### config.mk
export PLATFORM = sky130hd
export DESIGN_NAME = lut_logic_unit
export DESIGN_NICKNAME = d
export VERILOG_FILES = /design/src/rtl/lut_pkg.sv /design/src/rtl/lut_logic_unit_eval.sv /design/src/rtl/lut_logic_unit.sv
export SDC_FILE = /design/constraint.sdc
export NUM_CORES = 1
export LEC_CHECK = 0
export CAP_MARGIN = 25
export CELL_PAD_IN_SITES_DETAIL_PLACEMENT = 1
export CELL_PAD_IN_SITES_GLOBAL_PLACEMENT = 1
export CORE_MARGIN = 5
export CORE_UTILIZATION = 39
export CTS_CLUSTER_SIZE = 14
export DETAILED_ROUTE_END_ITERATION = 12
export PLACE_DENSITY_LB_ADDON = 0.3
export SLEW_MARGIN = 20
export SYNTH_ARGS = -nofsm -noshare
export SYNTH_HDL_FRONTEND = slang
export SYNTH_SLANG_ARGS = --single-unit
### constraint.sdc
create_clock -name clk -period 3.05 [get_ports clk]
set_input_delay 0.7625 -clock clk [delete_from_list [all_inputs] [get_ports clk]]
set_output_delay 0.7625 -clock clk [all_outputs]
set_load 0.05 [all_outputs]
### src/rtl/lut_pkg.sv
// Shared constants for the LUT logic unit: truth-table width, named
// functions and the power-on contents of the function table.
package lut_pkg;
    localparam int FUNC_W = 4;

    localparam logic [FUNC_W-1:0] FUNC_AND    = 4'b1000;
    localparam logic [FUNC_W-1:0] FUNC_OR     = 4'b1110;
    localparam logic [FUNC_W-1:0] FUNC_XOR    = 4'b0110;
    localparam logic [FUNC_W-1:0] FUNC_NAND   = 4'b0111;
    localparam logic [FUNC_W-1:0] FUNC_PASS_A = 4'b1100;
    localparam logic [FUNC_W-1:0] FUNC_PASS_B = 4'b1010;

    // Slots past the four named ones come up as constant zero.
    function automatic logic [FUNC_W-1:0] default_func(input int slot);
        case (slot)
            0:       return FUNC_AND;
            1:       return FUNC_OR;
            2:       return FUNC_XOR;
            3:       return FUNC_NAND;
            default: return '0;
        endcase
    endfunction
endpackage

### src/rtl/lut_logic_unit_eval.sv
// Bitwise 2-input truth-table evaluation: r[i] = func[{a[i], b[i]}].
module lut_bitwise_eval
    import lut_pkg::*;
#(
    parameter int WIDTH = 8
) (
    input  logic [WIDTH-1:0]  a,
    input  logic [WIDTH-1:0]  b,
    input  logic [FUNC_W-1:0] func,
    output logic [WIDTH-1:0]  r
);
    for (genvar i = 0; i < WIDTH; i++) begin : g_bit
        assign r[i] = func[{a[i], b[i]}];
    end
endmodule

### src/rtl/lut_logic_unit.sv
// Pipelined programmable bitwise logic unit: writable truth-table bank,
// valid/ready stream with a single output register, chaining and op counter.
module lut_logic_unit
    import lut_pkg::*;
#(
    parameter int WIDTH     = 8,
    parameter int NUM_FUNCS = 4,
    parameter int CNT_W     = 16,
    parameter int SEL_W     = (NUM_FUNCS > 1) ? $clog2(NUM_FUNCS) : 1
) (
    input  logic              clk,
    input  logic              rst,
    input  logic              cfg_we,
    input  logic [SEL_W-1:0]  cfg_addr,
    input  logic [FUNC_W-1:0] cfg_func,
    input  logic              in_valid,
    output logic              in_ready,
    input  logic [WIDTH-1:0]  in_a,
    input  logic [WIDTH-1:0]  in_b,
    input  logic [SEL_W-1:0]  in_sel,
    input  logic              in_chain,
    output logic              out_valid,
    input  logic              out_ready,
    output logic [WIDTH-1:0]  out_data,
    output logic              out_err,
    output logic [CNT_W-1:0]  op_count
);
    logic [NUM_FUNCS-1:0][FUNC_W-1:0] table_q;
    logic                             accept;
    logic                             sel_oob;
    logic                             wr_ok;
    logic [FUNC_W-1:0]                func_sel;
    logic [WIDTH-1:0]                 a_eff;
    logic [WIDTH-1:0]                 eval_r;

    assign in_ready = !out_valid || out_ready;
    assign accept   = in_valid && in_ready;
    assign sel_oob  = int'(in_sel) >= NUM_FUNCS;
    assign wr_ok    = int'(cfg_addr) < NUM_FUNCS;
    // An all-zero function forces a zero result for out-of-range selects.
    assign func_sel = sel_oob ? '0 : table_q[in_sel];
    assign a_eff    = in_chain ? out_data : in_a;

    lut_bitwise_eval #(.WIDTH(WIDTH)) u_eval (
        .a    (a_eff),
        .b    (in_b),
        .func (func_sel),
        .r    (eval_r)
    );

    always_ff @(posedge clk) begin
        if (rst) begin
            out_valid <= 1'b0;
            out_data  <= '0;
            out_err   <= 1'b0;
            op_count  <= '0;
            for (int i = 0; i < NUM_FUNCS; i++)
                table_q[i] <= default_func(i);
        end else begin
            if (accept) begin
                out_valid <= 1'b1;
                out_data  <= eval_r;
                out_err   <= sel_oob;
                if (op_count != '1)
                    op_count <= op_count + CNT_W'(1);
            end else if (out_ready) begin
                out_valid <= 1'b0;
            end
            // Table read above sees the pre-edge value, so a same-cycle
            // write only affects later transactions.
            if (cfg_we && wr_ok)
                table_q[cfg_addr] <= cfg_func;
        end
    end
endmodule

==> out/results.ini <==
[clocking]
clkSinkCount=41
cts_tree=built
cts_buffers=5
cts_root_buffer=clkbuf_8
clockBufferDepth=2
clock_latency_ns=0.29
cts_resized=0
clk_pin_slew_ns=0.07
htree_levels=2
cts_hold_buf=0
post_cts_buffers=0

[timing]
rsz0062_at_grt=false
slew_headroom_pct=65.0
whs_ns=0.467
setup_tns_ns=0
drv_slew=0
tightest_slew_ns=0.523
clock.fmax_ghz=0.378
fin_skew_ns=0.00483
hold_violations=0
fin_crit_ns=2.64
setup-violations-final=0
post-route-period-util_pct=86.7

[logic_synthesis]
synth_flop_cell=dfxtp_1
synth_edf_count=0
seq_area_frac_synth_pct=35.6
ys_top_cells_by_area=dfxtp_1 (36%), mux2i_1 (7.4%), mux2_2 (5.9%)
synth.most_common_cell=dfxtp_1
synth.avg_cell_area_um2=8.98
yosys.area.top_type_share_pct=35.6
synthesis.area_um2=2310
ys_warn_count=0
syn_inst=257
ys_types=43
yosys-top-cells-count=dfxtp_1 (41), nor2_1 (35), mux2i_1 (17), nand2_1 (13), nor2b_1 (13)
ys_async_sr_fraction_pct=0
syn_nets=288
yosys.area.top_type=dfxtp_1
ys_seq_elements=41

[global_route]
grt_first_pass_wirelength_um=11200
antenna_found_initial=0
gr-total-overflow=0
grt_max_degree=22
grt_usage_pct=18.3
grt_pass1_vias=2295

[setup_path]
cp.required_ns=2.29
cpLargestDelayFamily=buffers and inverters
crit_slowest_cell=clkdlybuf4s50_1
startpoint=out_ready
r2r_start=op_count[4]$_SDFFE_PP0P_
critPathArrivalTime_ns=1.88
r2r_end=op_count[10]$_SDFFE_PP0P_
crit_type=input port to output pin
cp.buffers_inverters=3
slowest_delay_ns=0.43
crit_path_start_kind=input port
rrSetupSlack_ns=1.19
cp_cell_sequence=clkdlybuf4s50_1 -> and2b_4 -> inv_2 -> buf_12
cp-end-kind=output pin
reg2reg_depth=4
cp.depth=4
setup.worst_path.end=in_ready
path_max_fanout=13

[drt]
via_per_inst=5.66
avgRoutedWirePerCell_um=16.8
remaining_drc_errors=0
drt_first_pass_iters=4
ant_nets=0
drtIter0Drc=80
wl_um=6510
vias=2195

[floorplan]
die_width_um=86.9
start_util_pct=39.4
die_y_um=86.9
io_pins=57
core_region_area_um2=5850
rows=28
die_area_um2=7550

[cells_and_area]
num_antenna_cells=0
fin_nets=343
drive_gt1_share_pct=11.5
syn2layout_area_growth_pct=31.1
fillers=692

[hold_path]
hold_class=flop to flop

[status]
status=complete, no violations

[power]
vdd_drop_max_mv=0.226
leakagePower_nw=1.13
p_per_area_nw_per_um2=396

[place]
gp_congestion=0.778
portBuffers=55
dp_hpwl_um=4890

[run]
drv_cap=0

metrics by stage:
| stage | cells | utilization (%) | setup WS, ns | power, mW | cell area [µm²] |
|---|---|---|---|---|---|
| after detailed placement | 380 | 50.3 | 0.165 | 0.863 | 2940 |
| after global routing | 388 | 51.7 | 0.326 | 1.26 | 3020 |
| after CTS | 388 | 51.7 | 0.411 | 1.21 | 3020 |
| after floorplan | 257 | - | 0.886 | 0.753 | 2310 |
| final | 388 | 51.7 | 0.406 | 1.20 | 3020 |
| after global placement | 380 | 50.3 | 0.191 | 0.855 | 2940 |
layout make-up:
| type | instances | area, µm² | area share (%) |
|---|---|---|---|
| tap | 75 | 93.8 | 3.10 |
| clock buffer | 8 | 80.1 | 2.65 |
| sequential | 41 | 821 | 27.1 |
| timing repair buffer | 62 | 613 | 20.3 |
| multi-input combinational | 196 | 1390 | 46.1 |
| inverter | 6 | 22.5 | 0.745 |
worst min path at each step:
stage	from	endpoint	slack [ns]	cells after the start
2_1_floorplan	table_q[10]$_SDFFE_PP1P_	table_q[10]$_SDFFE_PP1P_	0.43	1
3_3_place_gp	table_q[14]$_SDFFE_PP1P_	table_q[14]$_SDFFE_PP1P_	0.44	1
3_5_place_dp	table_q[6]$_SDFFE_PP1P_	table_q[6]$_SDFFE_PP1P_	0.45	1
4_1_cts	table_q[5]$_SDFFE_PP1P_	table_q[5]$_SDFFE_PP1P_	0.47	1
5_1_grt	table_q[14]$_SDFFE_PP1P_	table_q[14]$_SDFFE_PP1P_	0.50	1
6_report	table_q[14]$_SDFFE_PP1P_	table_q[14]$_SDFFE_PP1P_	0.47	1
worst register-to-register path: cells and delay by family (launching register included):
family / cells / cell delay, ns
flip-flops: 1 / 0.42
multiplexers: 1 / 0.37
AND/OR/NAND/NOR: 3 / 0.96
sequential cells by signal (all words and copies together) (netlist names):
name	flops
op_count	16
out_data	8
out_valid	1
table_q	16
cells in the final DEF (no fill, tap or decap), types with 2 or more instances in the layout:
cell type        Yosys  final
a211o_1              8      8
a211oi_1             3      3
a21oi_1              8      8
a22o_1               7      7
and4_1               2      2
buf_4                1      7
clkbuf_1             6      3
clkbuf_8             0      5
clkdlybuf4s50_1      0     54
dfxtp_1             41     41
inv_1                4      4
mux2_2              12     12
mux2i_1             17     17
mux4_2               4      4
nand2_1             13     13
nand2b_1             3      3
nand3_1              9      9
nand3b_1             2      2
nand4_1              6      6
nor2_1              35     35
nor2b_1             13     13
nor3_1               7      7
nor3_2               2      2
nor3b_1              8      8
nor3b_2              3      3
nor4_1              10     10
o221ai_1             8      8
o31ai_1              2      2
or3_1                2      2
or4_1                2      2
metal layers:
metal	track usage, %	up-vias	wire [µm]
met5	0	-	0
met4	4.25	0	33
met3	3.41	2	323
met2	30.3	44	3110
met1	24.7	1080	3040
li1	-	1069	-
power by group:
| group | internal (mW) | leakage [nW] | switching, mW |
|---|---|---|---|
| Combinational | 0.118 | 0.759 | 0.155 |
| Sequential | 0.559 | 0.335 | 0.0180 |
| Clock | 0.163 | 0.0395 | 0.186 |
cell families after synthesis:
logic type | count (synthesis) | share of synthesized area [%]
flip-flops | 41 | 35.6
multiplexers | 33 | 17.1
AO/OA/AOI/OAI | 40 | 13.5
adder cells (fa/ha/maj) | 1 | 0.542
buffers and inverters | 20 | 4.01
AND/OR/NAND/NOR | 121 | 29.1
other | 1 | 0.163
Power figures use the tool's default switching activity.
